--- src/rtl/jtag_pkg.sv ---
// Shared JTAG TAP definitions: TAP state encoding, instruction opcodes,
// the Capture-IR pattern and the data-register select type.
package jtag_pkg;

    // 4-bit TAP state encoding; the value is exported on TAP_STATE for debug.
    typedef enum logic [3:0] {
        EXIT2_DR         = 4'h0,
        EXIT1_DR         = 4'h1,
        SHIFT_DR         = 4'h2,
        PAUSE_DR         = 4'h3,
        SELECT_IR_SCAN   = 4'h4,
        UPDATE_DR        = 4'h5,
        CAPTURE_DR       = 4'h6,
        SELECT_DR_SCAN   = 4'h7,
        EXIT2_IR         = 4'h8,
        EXIT1_IR         = 4'h9,
        SHIFT_IR         = 4'hA,
        PAUSE_IR         = 4'hB,
        RUN_TEST_IDLE    = 4'hC,
        UPDATE_IR        = 4'hD,
        CAPTURE_IR       = 4'hE,
        TEST_LOGIC_RESET = 4'hF
    } tap_state_e;

    // Instruction opcodes; anything not listed behaves as BYPASS.
    localparam logic [3:0] OPC_EXTEST   = 4'h0;
    localparam logic [3:0] OPC_SAMPLE   = 4'h1;
    localparam logic [3:0] OPC_IDCODE   = 4'h2;
    localparam logic [3:0] OPC_CORE_DBG = 4'h8;
    localparam logic [3:0] OPC_BYPASS   = 4'hF;

    // Low two bits loaded into the IR shift register in Capture-IR; upper bits are 0.
    localparam logic [1:0] IR_CAPTURE_LSBS = 2'b01;

    // Which data register feeds TDO while in Shift-DR.
    typedef enum logic [1:0] {
        DR_BYPASS = 2'd0,
        DR_IDCODE = 2'd1,
        DR_BSR    = 2'd2,
        DR_CORE   = 2'd3
    } dr_sel_e;

endpackage

--- src/rtl/jtag_tap_fsm.sv ---
// 16-state TAP controller: state register plus TMS-driven next-state logic.
// The next state is exported so the IR can be reset on the edge that enters
// Test-Logic-Reset rather than one cycle later.
module jtag_tap_fsm
    import jtag_pkg::*;
(
    input  logic       tck,
    input  logic       rst_n,
    input  logic       tms,
    output tap_state_e state,
    output tap_state_e state_next
);

    tap_state_e state_q;
    tap_state_e state_d;

    // Standard TAP transition table selected by TMS.
    always_comb begin
        state_d = state_q;
        case (state_q)
            TEST_LOGIC_RESET: state_d = tms ? TEST_LOGIC_RESET : RUN_TEST_IDLE;
            RUN_TEST_IDLE:    state_d = tms ? SELECT_DR_SCAN   : RUN_TEST_IDLE;
            SELECT_DR_SCAN:   state_d = tms ? SELECT_IR_SCAN   : CAPTURE_DR;
            CAPTURE_DR:       state_d = tms ? EXIT1_DR         : SHIFT_DR;
            SHIFT_DR:         state_d = tms ? EXIT1_DR         : SHIFT_DR;
            EXIT1_DR:         state_d = tms ? UPDATE_DR        : PAUSE_DR;
            PAUSE_DR:         state_d = tms ? EXIT2_DR         : PAUSE_DR;
            EXIT2_DR:         state_d = tms ? UPDATE_DR        : SHIFT_DR;
            UPDATE_DR:        state_d = tms ? SELECT_DR_SCAN   : RUN_TEST_IDLE;
            SELECT_IR_SCAN:   state_d = tms ? TEST_LOGIC_RESET : CAPTURE_IR;
            CAPTURE_IR:       state_d = tms ? EXIT1_IR         : SHIFT_IR;
            SHIFT_IR:         state_d = tms ? EXIT1_IR         : SHIFT_IR;
            EXIT1_IR:         state_d = tms ? UPDATE_IR        : PAUSE_IR;
            PAUSE_IR:         state_d = tms ? EXIT2_IR         : PAUSE_IR;
            EXIT2_IR:         state_d = tms ? UPDATE_IR        : SHIFT_IR;
            UPDATE_IR:        state_d = tms ? SELECT_DR_SCAN   : RUN_TEST_IDLE;
            default:          state_d = TEST_LOGIC_RESET;
        endcase
    end

    // State register; TRST*-style reset forces Test-Logic-Reset at any time.
    always_ff @(posedge tck or negedge rst_n) begin
        if (!rst_n) begin
            state_q <= TEST_LOGIC_RESET;
        end else begin
            state_q <= state_d;
        end
    end

    assign state      = state_q;
    assign state_next = state_d;

endmodule

--- src/rtl/jtag_tap_ctrl.sv ---
// JTAG TAP controller top: TAP FSM, instruction register, bypass and IDCODE
// registers, DR strobes for core_logic / boundary scan, and the TDO mux.
// Build option: define JTAG_IDCODE_EN to include the IDCODE instruction and
// register and make IDCODE the reset instruction; otherwise the IDCODE opcode
// decodes as BYPASS and BYPASS is the reset instruction.
module jtag_tap_ctrl
    import jtag_pkg::*;
#(
    parameter int unsigned IR_WIDTH     = 4,
    parameter logic [31:0] IDCODE_VALUE = 32'h1000_0DDD
) (
    input  logic       TCK,
    input  logic       rst_n,
    input  logic       TMS,
    input  logic       TDI,
    output logic       TDO,
    output logic       TDO_OE,
    input  logic       CORE_LOGIC_TDO,
    input  logic       BSR_TDO,
    output logic       SHIFTDR,
    output logic       CAPTUREDR,
    output logic       UPDATEDR,
    output logic       SELECT_BSR,
    output logic       SELECT_CORE,
    output logic       EXTEST_MODE,
    output logic [3:0] TAP_STATE
);

    localparam logic [IR_WIDTH-1:0] IR_CAPTURE = IR_WIDTH'(IR_CAPTURE_LSBS);
    localparam logic [IR_WIDTH-1:0] IR_BYPASS  = {IR_WIDTH{1'b1}};
`ifdef JTAG_IDCODE_EN
    localparam logic [IR_WIDTH-1:0] IR_RESET   = IR_WIDTH'(OPC_IDCODE);
`else
    localparam logic [IR_WIDTH-1:0] IR_RESET   = IR_BYPASS;
`endif

    // An IDCODE with bit0 clear would be indistinguishable from a bypass bit.
    if (IDCODE_VALUE[0] != 1'b1) begin : g_idcode_lsb_check
        $error("IDCODE_VALUE bit0 must be 1");
    end

    tap_state_e tap_state;
    tap_state_e tap_state_next;

    jtag_tap_fsm u_fsm (
        .tck        (TCK),
        .rst_n      (rst_n),
        .tms        (TMS),
        .state      (tap_state),
        .state_next (tap_state_next)
    );

    logic [IR_WIDTH-1:0] ir_q, ir_d;        // active instruction
    logic [IR_WIDTH-1:0] ir_sr_q, ir_sr_d;  // instruction shift register
    logic                bypass_q, bypass_d;
`ifdef JTAG_IDCODE_EN
    logic [31:0]         idsreg_q, idsreg_d;
`endif
    logic                tdo_q, tdo_d;
    logic                tdo_oe_q, tdo_oe_d;

    logic    is_extest;
    logic    is_sample;
    logic    is_core;
    dr_sel_e dr_sel;

    // Instruction decode; unknown opcodes fall through to BYPASS.
    always_comb begin
        is_extest = (ir_q == IR_WIDTH'(OPC_EXTEST));
        is_sample = (ir_q == IR_WIDTH'(OPC_SAMPLE));
        is_core   = (ir_q == IR_WIDTH'(OPC_CORE_DBG));
        dr_sel    = DR_BYPASS;
        if (is_extest || is_sample) begin
            dr_sel = DR_BSR;
        end else if (is_core) begin
            dr_sel = DR_CORE;
        end
`ifdef JTAG_IDCODE_EN
        else if (ir_q == IR_WIDTH'(OPC_IDCODE)) begin
            dr_sel = DR_IDCODE;
        end
`endif
    end

    // IR path: capture/shift the shift register; the active IR only changes in
    // Update-IR or when the TAP is about to sit in Test-Logic-Reset.
    always_comb begin
        ir_sr_d = ir_sr_q;
        ir_d    = ir_q;
        if (tap_state == CAPTURE_IR) begin
            ir_sr_d = IR_CAPTURE;
        end else if (tap_state == SHIFT_IR) begin
            ir_sr_d = {TDI, ir_sr_q[IR_WIDTH-1:1]};
        end
        if (tap_state_next == TEST_LOGIC_RESET) begin
            ir_d = IR_RESET;
        end else if (tap_state == UPDATE_IR) begin
            ir_d = ir_sr_q;
        end
    end

    // Internal DRs: bypass captures 0, IDCODE captures the device ID; both shift TDI in.
    always_comb begin
        bypass_d = bypass_q;
        if (tap_state == CAPTURE_DR) begin
            bypass_d = 1'b0;
        end else if (tap_state == SHIFT_DR) begin
            bypass_d = TDI;
        end
`ifdef JTAG_IDCODE_EN
        idsreg_d = idsreg_q;
        if (tap_state == CAPTURE_DR) begin
            idsreg_d = IDCODE_VALUE;
        end else if (tap_state == SHIFT_DR) begin
            idsreg_d = {TDI, idsreg_q[31:1]};
        end
`endif
    end

    // TDO source selection; outside the shift states TDO holds and is disabled.
    always_comb begin
        tdo_d    = tdo_q;
        tdo_oe_d = 1'b0;
        if (tap_state == SHIFT_IR) begin
            tdo_d    = ir_sr_q[0];
            tdo_oe_d = 1'b1;
        end else if (tap_state == SHIFT_DR) begin
            tdo_oe_d = 1'b1;
            case (dr_sel)
`ifdef JTAG_IDCODE_EN
                DR_IDCODE: tdo_d = idsreg_q[0];
`endif
                DR_BSR:    tdo_d = BSR_TDO;
                DR_CORE:   tdo_d = CORE_LOGIC_TDO;
                default:   tdo_d = bypass_q;
            endcase
        end
    end

    // Rising-edge registers: IR and internal data registers.
    always_ff @(posedge TCK or negedge rst_n) begin
        if (!rst_n) begin
            ir_q     <= IR_RESET;
            ir_sr_q  <= IR_CAPTURE;
            bypass_q <= 1'b0;
`ifdef JTAG_IDCODE_EN
            idsreg_q <= IDCODE_VALUE;
`endif
        end else begin
            ir_q     <= ir_d;
            ir_sr_q  <= ir_sr_d;
            bypass_q <= bypass_d;
`ifdef JTAG_IDCODE_EN
            idsreg_q <= idsreg_d;
`endif
        end
    end

    // Falling-edge TDO register so the pin is stable around the next rising edge.
    always_ff @(negedge TCK or negedge rst_n) begin
        if (!rst_n) begin
            tdo_q    <= 1'b0;
            tdo_oe_q <= 1'b0;
        end else begin
            tdo_q    <= tdo_d;
            tdo_oe_q <= tdo_oe_d;
        end
    end

    assign TDO         = tdo_q;
    assign TDO_OE      = tdo_oe_q;
    assign SHIFTDR     = (tap_state == SHIFT_DR) && ((dr_sel == DR_BSR) || (dr_sel == DR_CORE));
    assign CAPTUREDR   = (tap_state == CAPTURE_DR);
    assign UPDATEDR    = (tap_state == UPDATE_DR);
    assign SELECT_BSR  = is_extest || is_sample;
    assign SELECT_CORE = is_core;
    assign EXTEST_MODE = is_extest;
    assign TAP_STATE   = tap_state;

endmodule
--- config.mk ---
export PLATFORM = sky130hd
export DESIGN_NAME = jtag_tap_ctrl
export DESIGN_NICKNAME = d
export VERILOG_FILES = /design/src/rtl/jtag_pkg.sv /design/src/rtl/jtag_tap_fsm.sv /design/src/rtl/jtag_tap_ctrl.sv
export SDC_FILE = /design/constraint.sdc
export NUM_CORES = 1
export LEC_CHECK = 0
export CORE_MARGIN = 10
export CORE_UTILIZATION = 48
export CTS_CLUSTER_DIAMETER = 50
export CTS_CLUSTER_SIZE = 40
export DETAILED_ROUTE_END_ITERATION = 7
export PLACE_DENSITY = 0.81
export SLEW_MARGIN = 15
export SYNTH_ARGS = -nofsm -noshare
export SYNTH_HDL_FRONTEND = slang
export SYNTH_HIERARCHICAL = 1
export SYNTH_SLANG_ARGS = --single-unit
--- constraint.sdc ---
create_clock -name TCK -period 1.6 [get_ports TCK]
set_input_delay 0.32 -clock TCK [delete_from_list [all_inputs] [get_ports TCK]]
set_output_delay 0.32 -clock TCK [all_outputs]
set_load 0.05 [all_outputs]
==> impl_metrics.yaml <==
outcome:
  status: "finished with violations"
  violations: "negative setup slack"
pwr:
  ir_drop_v: 0.00197
  p_total_mw: 3.33
  p_leak_nw: 0.663
  power_density_nw_per_um2: 2270
global_routing:
  grt_pass1_vias: 820
  grt_usage_pct: 13.8
  grt_overflow_total: 0
  grt_pass1_wl_microns: 3830
  antenna_found_initial: 0
  grt_start_max_net_pins: 16
synth:
  synth_top_family_by_area: "simple AND/OR/NAND/NOR gates"
  synth-simple-area-share_pct: 31.5
  synth-adder-area-share_pct: 0
  yosys.area_share.xor_xnor_pct: 0
  syn_nets: 81
  synthMuxAreaShare_pct: 9.43
  synth-seq-cells: 15
  ys_types: 31
  avgSynthCellArea_sq_um: 10.8
  ys_warn_count: 6
  mappedNetlistArea_sq_um: 810
  synth_cells: 75
  synth_compound_area_share_pct: 8.96
  ys_seq_area_share_pct: 47.8
worst_setup_path:
  worstPathMaxFanout: 3
  crit_path_start_kind: "flop"
  worstPathRequired_ps: 930
  arrival_ps: 1490
  startpoint: "u_fsm/state[1]$_DFF_PN1_"
  r2r-start: "u_fsm/state[1]$_DFF_PN1_"
  path_class: "flop to flop"
  critPathCaptureType: "flop"
cells_and_area:
  drive_above_1_share_pct: 53.8
  fin_nets: 124
  final_cell_mix: "buf_12, buf_4, nand2_1"
  area_growth_pct: 81.3
  mostFrequentLayoutCell: "buf_12"
  n_fill_cell: 45
  stdcell_count: 133
  diodes: 0
  fin_util_pct: 94.1
placed_design:
  dp_cells: 120
  gp_congestion: 0.768
  hpwl_microns: 1520
  portBuffers: 17
drt:
  drtIter0Drc: 8
  drc: 0
  wl_per_cell_microns: 19.9
  postRouteAntennaNets: 0
  wl_met2_microns: 1420
  vias: 768
  routed_wl_microns: 2640
  wl_met3_microns: 139
  top_layer: "met4"
  wl_met1_microns: 1070
  drt-pass1-iter-count: 4
  via_per_inst: 5.77
sta:
  setup_viol: 17
  drv_slew: 0
  rsz0062_at_grt: "true"
  tns_ps: -3980
  tightest_slew_ps: 338
  fin_ws_ps: -561
  finalHoldViolCount: 0
  clock-skew-final_ps: 6.87
  fin_worst_hold_slack_ps: 425
  timing.slew.headroom_pct: 77.4
clock_network:
  cts_root_buf: "clkbuf_4"
  h-tree-depth: 1
  cts_num_sinks: 15
  hold_buffers: 0
  clock_latency_ps: 290
  clk_pin_slew_worst_paths_ps: 90
  cts-buffers-inserted: 3
  clock_path_buffers: 2
  cts_tree: "yes"
die:
  coreArea_sq_um: 1560
  die_x_microns: 61.1
  rows: 14
  initial_core_util_pct: 51.9
  fp.dieH_microns: 61.1
  die_area_sq_um: 3730
  io_pins: 18
hold_path:
  hold_path_class: "input pin to asynchronous set/reset pin"
run:
  drv_cap: 0
[timing repair]
item / in CTS / in global routing
pin swaps: 4 / 4
setup buffers: 3 / 6
hold endpoints to repair: 0 / 0
endpoints found under the setup margin: 17 / 18
resized for setup: 11 / 10
[cell families (layout without fill, tap and decap cells)]
logic type      count (synthesis)  after routing
simple gates                   40             40
flops                          15             15
compound gates                 11             11
mux                             7              7
buf+inv                         2             44
[worst paths after layout]
path | end | slack, ps | cells past startpoint
min | bypass_q$_DFFE_PN0P_ | 430 | 2
min in group TCK | ir_sr_q[1]$_DFFE_PN0P_ | 540 | 2
min reg2reg | ir_sr_q[1]$_DFFE_PN0P_ | 540 | 2
max reg2reg | TDO$_DFFE_NN0P_ | -560 | 3
max in group asynchronous | TDO$_DFFE_NN0P_ | 550 | 1
max | TDO$_DFFE_NN0P_ | -560 | 3
[per-layer routing]
metal	vias up	track usage [%]
li1	356	-
met1	390	13.9
met2	20	25.0
met3	2	5.56
met4	0	4.89
met5	-	0
[power breakdown]
part / switching, mW / leakage, nW / internal, mW
clock: 0.124 / 0.0150 / 0.0971
combinational: 1.10 / 0.472 / 1.15
sequential: 0.196 / 0.176 / 0.665
total: 1.42 / 0.663 / 1.91
[flip-flops by register name, summed over array words and instances (netlist names)]
signal and flops:
TDO_OE 1, u_fsm/state 4, ir_q 4, bypass_q 1, TDO 1, ir_sr_q 4
[critical path, stage by stage (launching register included)]
cell and delay (ps):
dfstp_4 630, nor3b_4 210, mux2i_1 260, nand3_1 100
[area by class of cell]
class	count	area, sq um	share of cell area, %
multi-input combinational	58	493	33.6
clock buffer	4	26.3	1.79
sequential	15	402	27.4
timing repair buffer	40	527	35.9
tap	16	20.0	1.36
[synth_stat cells]
| master | instances | share of area, % |
|---|---|---|
| nor2b_4 | 1 | 1.7 |
| and2_1 | 2 | 1.5 |
| nor3b_2 | 1 | 1.5 |
| mux2i_1 | 5 | 6.2 |
| and3b_1 | 1 | 1.1 |
| a21boi_0 | 1 | 0.93 |
| clkbuf_2 | 1 | 0.62 |
| mux2_2 | 1 | 1.4 |
| nand3b_4 | 1 | 2.5 |
| dfrtp_1 | 4 | 12 |
| a211o_1 | 1 | 1.1 |
| nor2b_1 | 2 | 1.5 |
| o21a_1 | 1 | 0.93 |
| nor2_1 | 5 | 2.3 |
| clkbuf_8 | 1 | 1.7 |
| nor4_1 | 2 | 1.5 |
| o211ai_1 | 2 | 1.9 |
| o21ai_0 | 5 | 3.1 |
| nand3b_1 | 1 | 0.93 |
| nand4b_2 | 1 | 1.9 |
| nor3_1 | 2 | 1.2 |
| nor4b_2 | 1 | 1.9 |
| nand4_1 | 2 | 1.5 |
| nor4b_1 | 1 | 1.1 |
| nand2_1 | 11 | 5.1 |
| dfrtn_1 | 2 | 6.2 |
| nand2b_1 | 3 | 2.3 |
| nand3_1 | 3 | 1.9 |
| a22o_1 | 1 | 1.1 |
| dfstp_2 | 9 | 29 |
| mux2_4 | 1 | 1.9 |
[per-stage QoR]
step	cell area (sq um)	setup slack [ps]
final	1470	-561
after global routing	1470	-600
after CTS	1370	-490
after detailed placement	1280	-507
after global placement	1280	-482
after floorplan	882	-617
(Power assumes the default switching activity.)
==> patch 1 (same settings) <==
Build with the macro `JTAG_IDCODE_EN` defined.
--- a/src/rtl/jtag_tap_ctrl.sv
+++ b/src/rtl/jtag_tap_ctrl.sv
@@ -5,2 +5,4 @@
 // decodes as BYPASS and BYPASS is the reset instruction.
+`define JTAG_IDCODE_EN
+
 module jtag_tap_ctrl
Check against the original RTL: not checked (the comparison handles one clock edge and no latches or derived clocks); the edit may change what the design does.
==> patch 1 against the original RTL <==
- the run still ends with negative setup slack left
- final area up 120%
- via count up 140%
- worst hold slack got worse by 240 ps
- routed wire length is 130% higher
- non-clock buffer count grew 26
- sequential cell count increased by 31
- worst setup slack gained 3.0 ps
- die area rose by 93%
- clock skew rose by 0.97 ps
- total power grew 110%
- critical path depth up 1
- area after synthesis increased by 150%
- critical path type unchanged
- largest cell class is now registers
- largest power group unchanged
==> patch 1: results (changes against the original RTL) <==
- Total Wirelength: 5980 µm (was 2640 µm)
- First-pass GRT wire length: 8150 µm (was 3830 µm)
- Area contributors post-synth: dfrtp_1, dfstp_2, nand2_1, o21ai_0, nor2_1 (was dfstp_2, dfrtp_1, dfrtn_1, mux2i_1, nand2_1)
- Met3 Use GR: 3.96% (was 5.56%)
- Filler Cells Inserted: 207 (was 45)
- CTS clk-pin slew, worst paths: 90 ps (about the same)
- Crit Path Max Fanout: 3 (unchanged)
- CTS Root Cell: clkbuf_8 (was clkbuf_4)
- Initial antenna violation count: 0 (unchanged)
- Post-synthesis net count: 222 (was 81)
- GRT met1 Usage: 16.9% (was 13.9%)
- Relative max-transition margin: 63.9% (was 77.4%)
- Critical Path AT: 1500 ps
- Setup ws final: -558 ps (was -561 ps)
- Final Wtd Congestion: 0.811 (was 0.768)
- Worst hold slack: 180 ps (was 425 ps)
- GR Layer Usage met2: 23.1% (was 25.0%)
- Vias: 1,830 (was 768)
- Sequential share of the synthesized area: 58.2% (was 47.8%)
- Max-slew violations: 0 (unchanged)
- Vias per cell: 5.60 (was 5.77)
- Complex-gate fraction of the synthesized area: 14.0% (was 8.96%)
- Yosys warns: 6 (unchanged)
- Max reg flops: 31
- Worst IR Drop VDD: 967 µV (was 1970 µV)
- Biggest register: idsreg_q
- Leak: 1.43 nW (was 0.663 nW)
- TritonCTS buffer count: 5 (was 3)
- Mux share of post-synthesis cell area: 1.49% (was 9.43%)
- Gr usage total: 13.9% (was 13.8%)
- H-tree levels: 2 (was 1)
- Largest net degree at the start of global routing: 45 (was 16)
- Initial DRC count: 156 (was 8)
- Ys async rst share: 100% (unchanged)
- RR Endpoint: TDO (unchanged)
- Avg Inst Size Synth: 9.32 µm² (was 10.8 µm²)
- Library cells used by synthesis: 34 (was 31)
- Placed Cells: 293 (was 120)
- Worst Clk Skew: 7.84 ps (was 6.87 ps)
- Number of diodes: 0 (unchanged)
- Largest buffer count on any clock path: 2 (unchanged)
- Failing checks: negative setup slack (unchanged)
- Synth Area in XOR/XNOR: 0% (unchanged)
- Drt pass-1 iters: 4 (unchanged)
- Setup violators final: 49 (was 17)
- RR Startpoint: u_fsm/state[1] (unchanged)
- Status: complete, but fails checks (unchanged)
- Clock latency on the worst-skew pair: 300 ps
- Net count, final: 282 (was 124)
- Vias in the first global route: 1,694 (was 820)
- Post-DP HPWL: 2800 µm (was 1520 µm)
- Commonest cells in the synthesized netlist: nand2_1, o21ai_0, dfrtp_1 (was nand2_1, dfstp_2, mux2i_1, nor2_1, o21ai_0)
- Fraction of layout cells with a size suffix above 1: 43.0% (was 53.8%)
- Synth Area in Adders: 0% (unchanged)
- Number of cells on the worst reg-to-reg path: 4 (was 3)
-- patch 1: logic make-up after synthesis --
family / count (synthesis)
AO/OA/AOI/OAI: 49
buffers and inverters: 16
flip-flops: 46
multiplexers: 3
AND/OR/NAND/NOR: 102
-- patch 1: final cells by class --
type / count / area share [%]
sequential: 46 / 37.1
multi-input combinational: 154 / 29.8
timing repair buffer: 66 / 27.8
clock buffer: 7 / 2.69
tap: 50 / 1.95
inverter: 3 / 0.468
clock inverter: 1 / 0.156
-- patch 1: worst max-delay path by stage --
stage	end	startpoint	cells after the start	slack, ps
floorplan	TDO	u_fsm/state[1]	3	-750
global placement	TDO	CORE_LOGIC_TDO	5	-560
detailed placement	TDO	CORE_LOGIC_TDO	5	-550
CTS	TDO	u_fsm/state[1]	2	-530
global route	TDO	u_fsm/state[1]	4	-620
finish	TDO	u_fsm/state[1]	4	-560
-- patch 1: what timing repair did --
action	4_1_cts	5_1_grt
pin swaps	8	7
endpoints found under the setup margin	49	53
resized for setup	49	39
setup buffers	15	11
gates cloned	2	2
-- patch 1: metrics by stage --
stage | worst slack [ps] | instance area (µm²) | TNS [ps] | utilization [%] | total power, W
finish | -558 | 3210 | -8390 | 79.6 | 0.00700
global placement | -556 | 2540 | -3190 | 63.0 | 0.00466
CTS | -527 | 2950 | -5520 | 73.2 | 0.00622
global route | -615 | 3210 | -10400 | 79.6 | 0.00734
floorplan | -752 | 2090 | -5020 | - | 0.00358
detailed placement | -554 | 2540 | -4210 | 63.0 | 0.00476
-- patch 1: power by group --
| part | total, W | switching, W | internal, W |
|---|---|---|---|
| Clock | 0.000735 | 0.000386 | 0.000349 |
| Sequential | 0.00205 | 0.000335 | 0.00172 |
| Combinational | 0.00421 | 0.00206 | 0.00216 |
| Total | 0.00700 | 0.00278 | 0.00422 |
-- patch 1: layer usage --
layer | share of wire [%] | vias up | wire length [µm]
li1 | - | 846 | -
met1 | 40 | 907 | 2420
met2 | 52 | 61 | 3080
met3 | 5.0 | 16 | 301
met4 | 2.9 | 0 | 171
met5 | 0 | - | 0
-- patch 1: critical path, stage by stage, from the launching register on --
cell and delay (ps):
dfstp_4 630, nor3b_4 220, nand2_1 70, o21ai_1 150, o41ai_4 120
==> patch 2 (same settings) <==
Made on the original files. Reset style: synchronous (`rst_n`), changed in 3 clocked blocks.
--- a/src/rtl/jtag_tap_fsm.sv
+++ b/src/rtl/jtag_tap_fsm.sv
@@ -41,3 +41,3 @@
     // State register; TRST*-style reset forces Test-Logic-Reset at any time.
-    always_ff @(posedge tck or negedge rst_n) begin
+    always_ff @(posedge tck) begin
         if (!rst_n) begin
--- a/src/rtl/jtag_tap_ctrl.sv
+++ b/src/rtl/jtag_tap_ctrl.sv
@@ -140,3 +140,3 @@
     // Rising-edge registers: IR and internal data registers.
-    always_ff @(posedge TCK or negedge rst_n) begin
+    always_ff @(posedge TCK) begin
         if (!rst_n) begin
@@ -159,3 +159,3 @@
     // Falling-edge TDO register so the pin is stable around the next rising edge.
-    always_ff @(negedge TCK or negedge rst_n) begin
+    always_ff @(negedge TCK) begin
         if (!rst_n) begin
Function: not checked (the comparison handles one clock edge and no latches or derived clocks); the edit may change what the design does.
==> patch 2 against the original RTL <==
- the flow now stops in global routing
- area after synthesis shrank 3.7%
- synthesized cell count grew 11%
==> patch 2: results (changes against the original RTL) <==
- Sequential share of the synthesized area: 38.5% (was 47.8%)
- Commonest cells in the synthesized netlist: dfxtp_1, nand2_1, mux2i_1 (was nand2_1, dfstp_2, mux2i_1, nor2_1, o21ai_0)
- Yosys warns: 6 (unchanged)
- Worst-path endpoint after global-route repair_timing: TDO$_SDFFE_NN0P_/D
- TritonCTS buffer count: 3 (unchanged)
- Kind of the worst endpoint: register data pin
- Post-DP HPWL: 1760 µm (was 1520 µm)
- Ys async rst share: 0% (was 100%)
- Largest buffer count on any clock path: 2 (unchanged)
- Final Wtd Congestion: 0.759 (was 0.768)
- Library cells used by synthesis: 36 (was 31)
- Largest net degree at the start of global routing: 13
- Seq cells post-synth: 15 (unchanged)
- Post-synthesis net count: 89 (was 81)
- Failing step: global routing
- CTS Root Cell: clkbuf_4 (unchanged)
- Run Error: [ERROR DPL-0033] detailed placement checks failed during check placement.
- Status: stopped before the end (was complete, but fails checks)
- H-tree levels: 1 (unchanged)
- Area contributors post-synth: dfxtp_1, mux2i_1, nand2_1, nand3b_4, nor3_1 (was dfstp_2, dfrtp_1, dfrtn_1, mux2i_1, nand2_1)
- Initial antenna violation count: 0
- Top_reg_cell synth: dfxtp_1 (was dfstp_2)
- # port buffers: 17 (unchanged)
patch 2: cell count changes after synthesis, sizes merged, moves of 3 or more:
| cell | before | now |
|---|---|---|
| or3b | 0 | 3 |
| a21oi | 0 | 3 |
| inv | 0 | 3 |
| dfstp | 9 | 0 |
| dfrtp | 4 | 0 |
| dfxtp | 0 | 15 |
patch 2: logic make-up after synthesis:
kind of cell	after synthesis	synth area share [%]
simple gates	42	34.8
mux	6	8.35
buf+inv	4	2.09
compound gates	16	16.2
flops	15	38.5
patch 2: repair_timing:
item	4_1_cts
buffers inserted	1
gates cloned	0
pin swaps	5
gates resized for setup	21
endpoints found under the setup margin	13
patch 2: stage by stage:
stage	utilization (%)	area (µm²)	worst slack (ps)	std cells
after CTS	91.0	1390	-361	140
after global placement	84.9	1290	-722	135
after detailed placement	84.9	1290	-761	135
after floorplan	-	845	-482	83
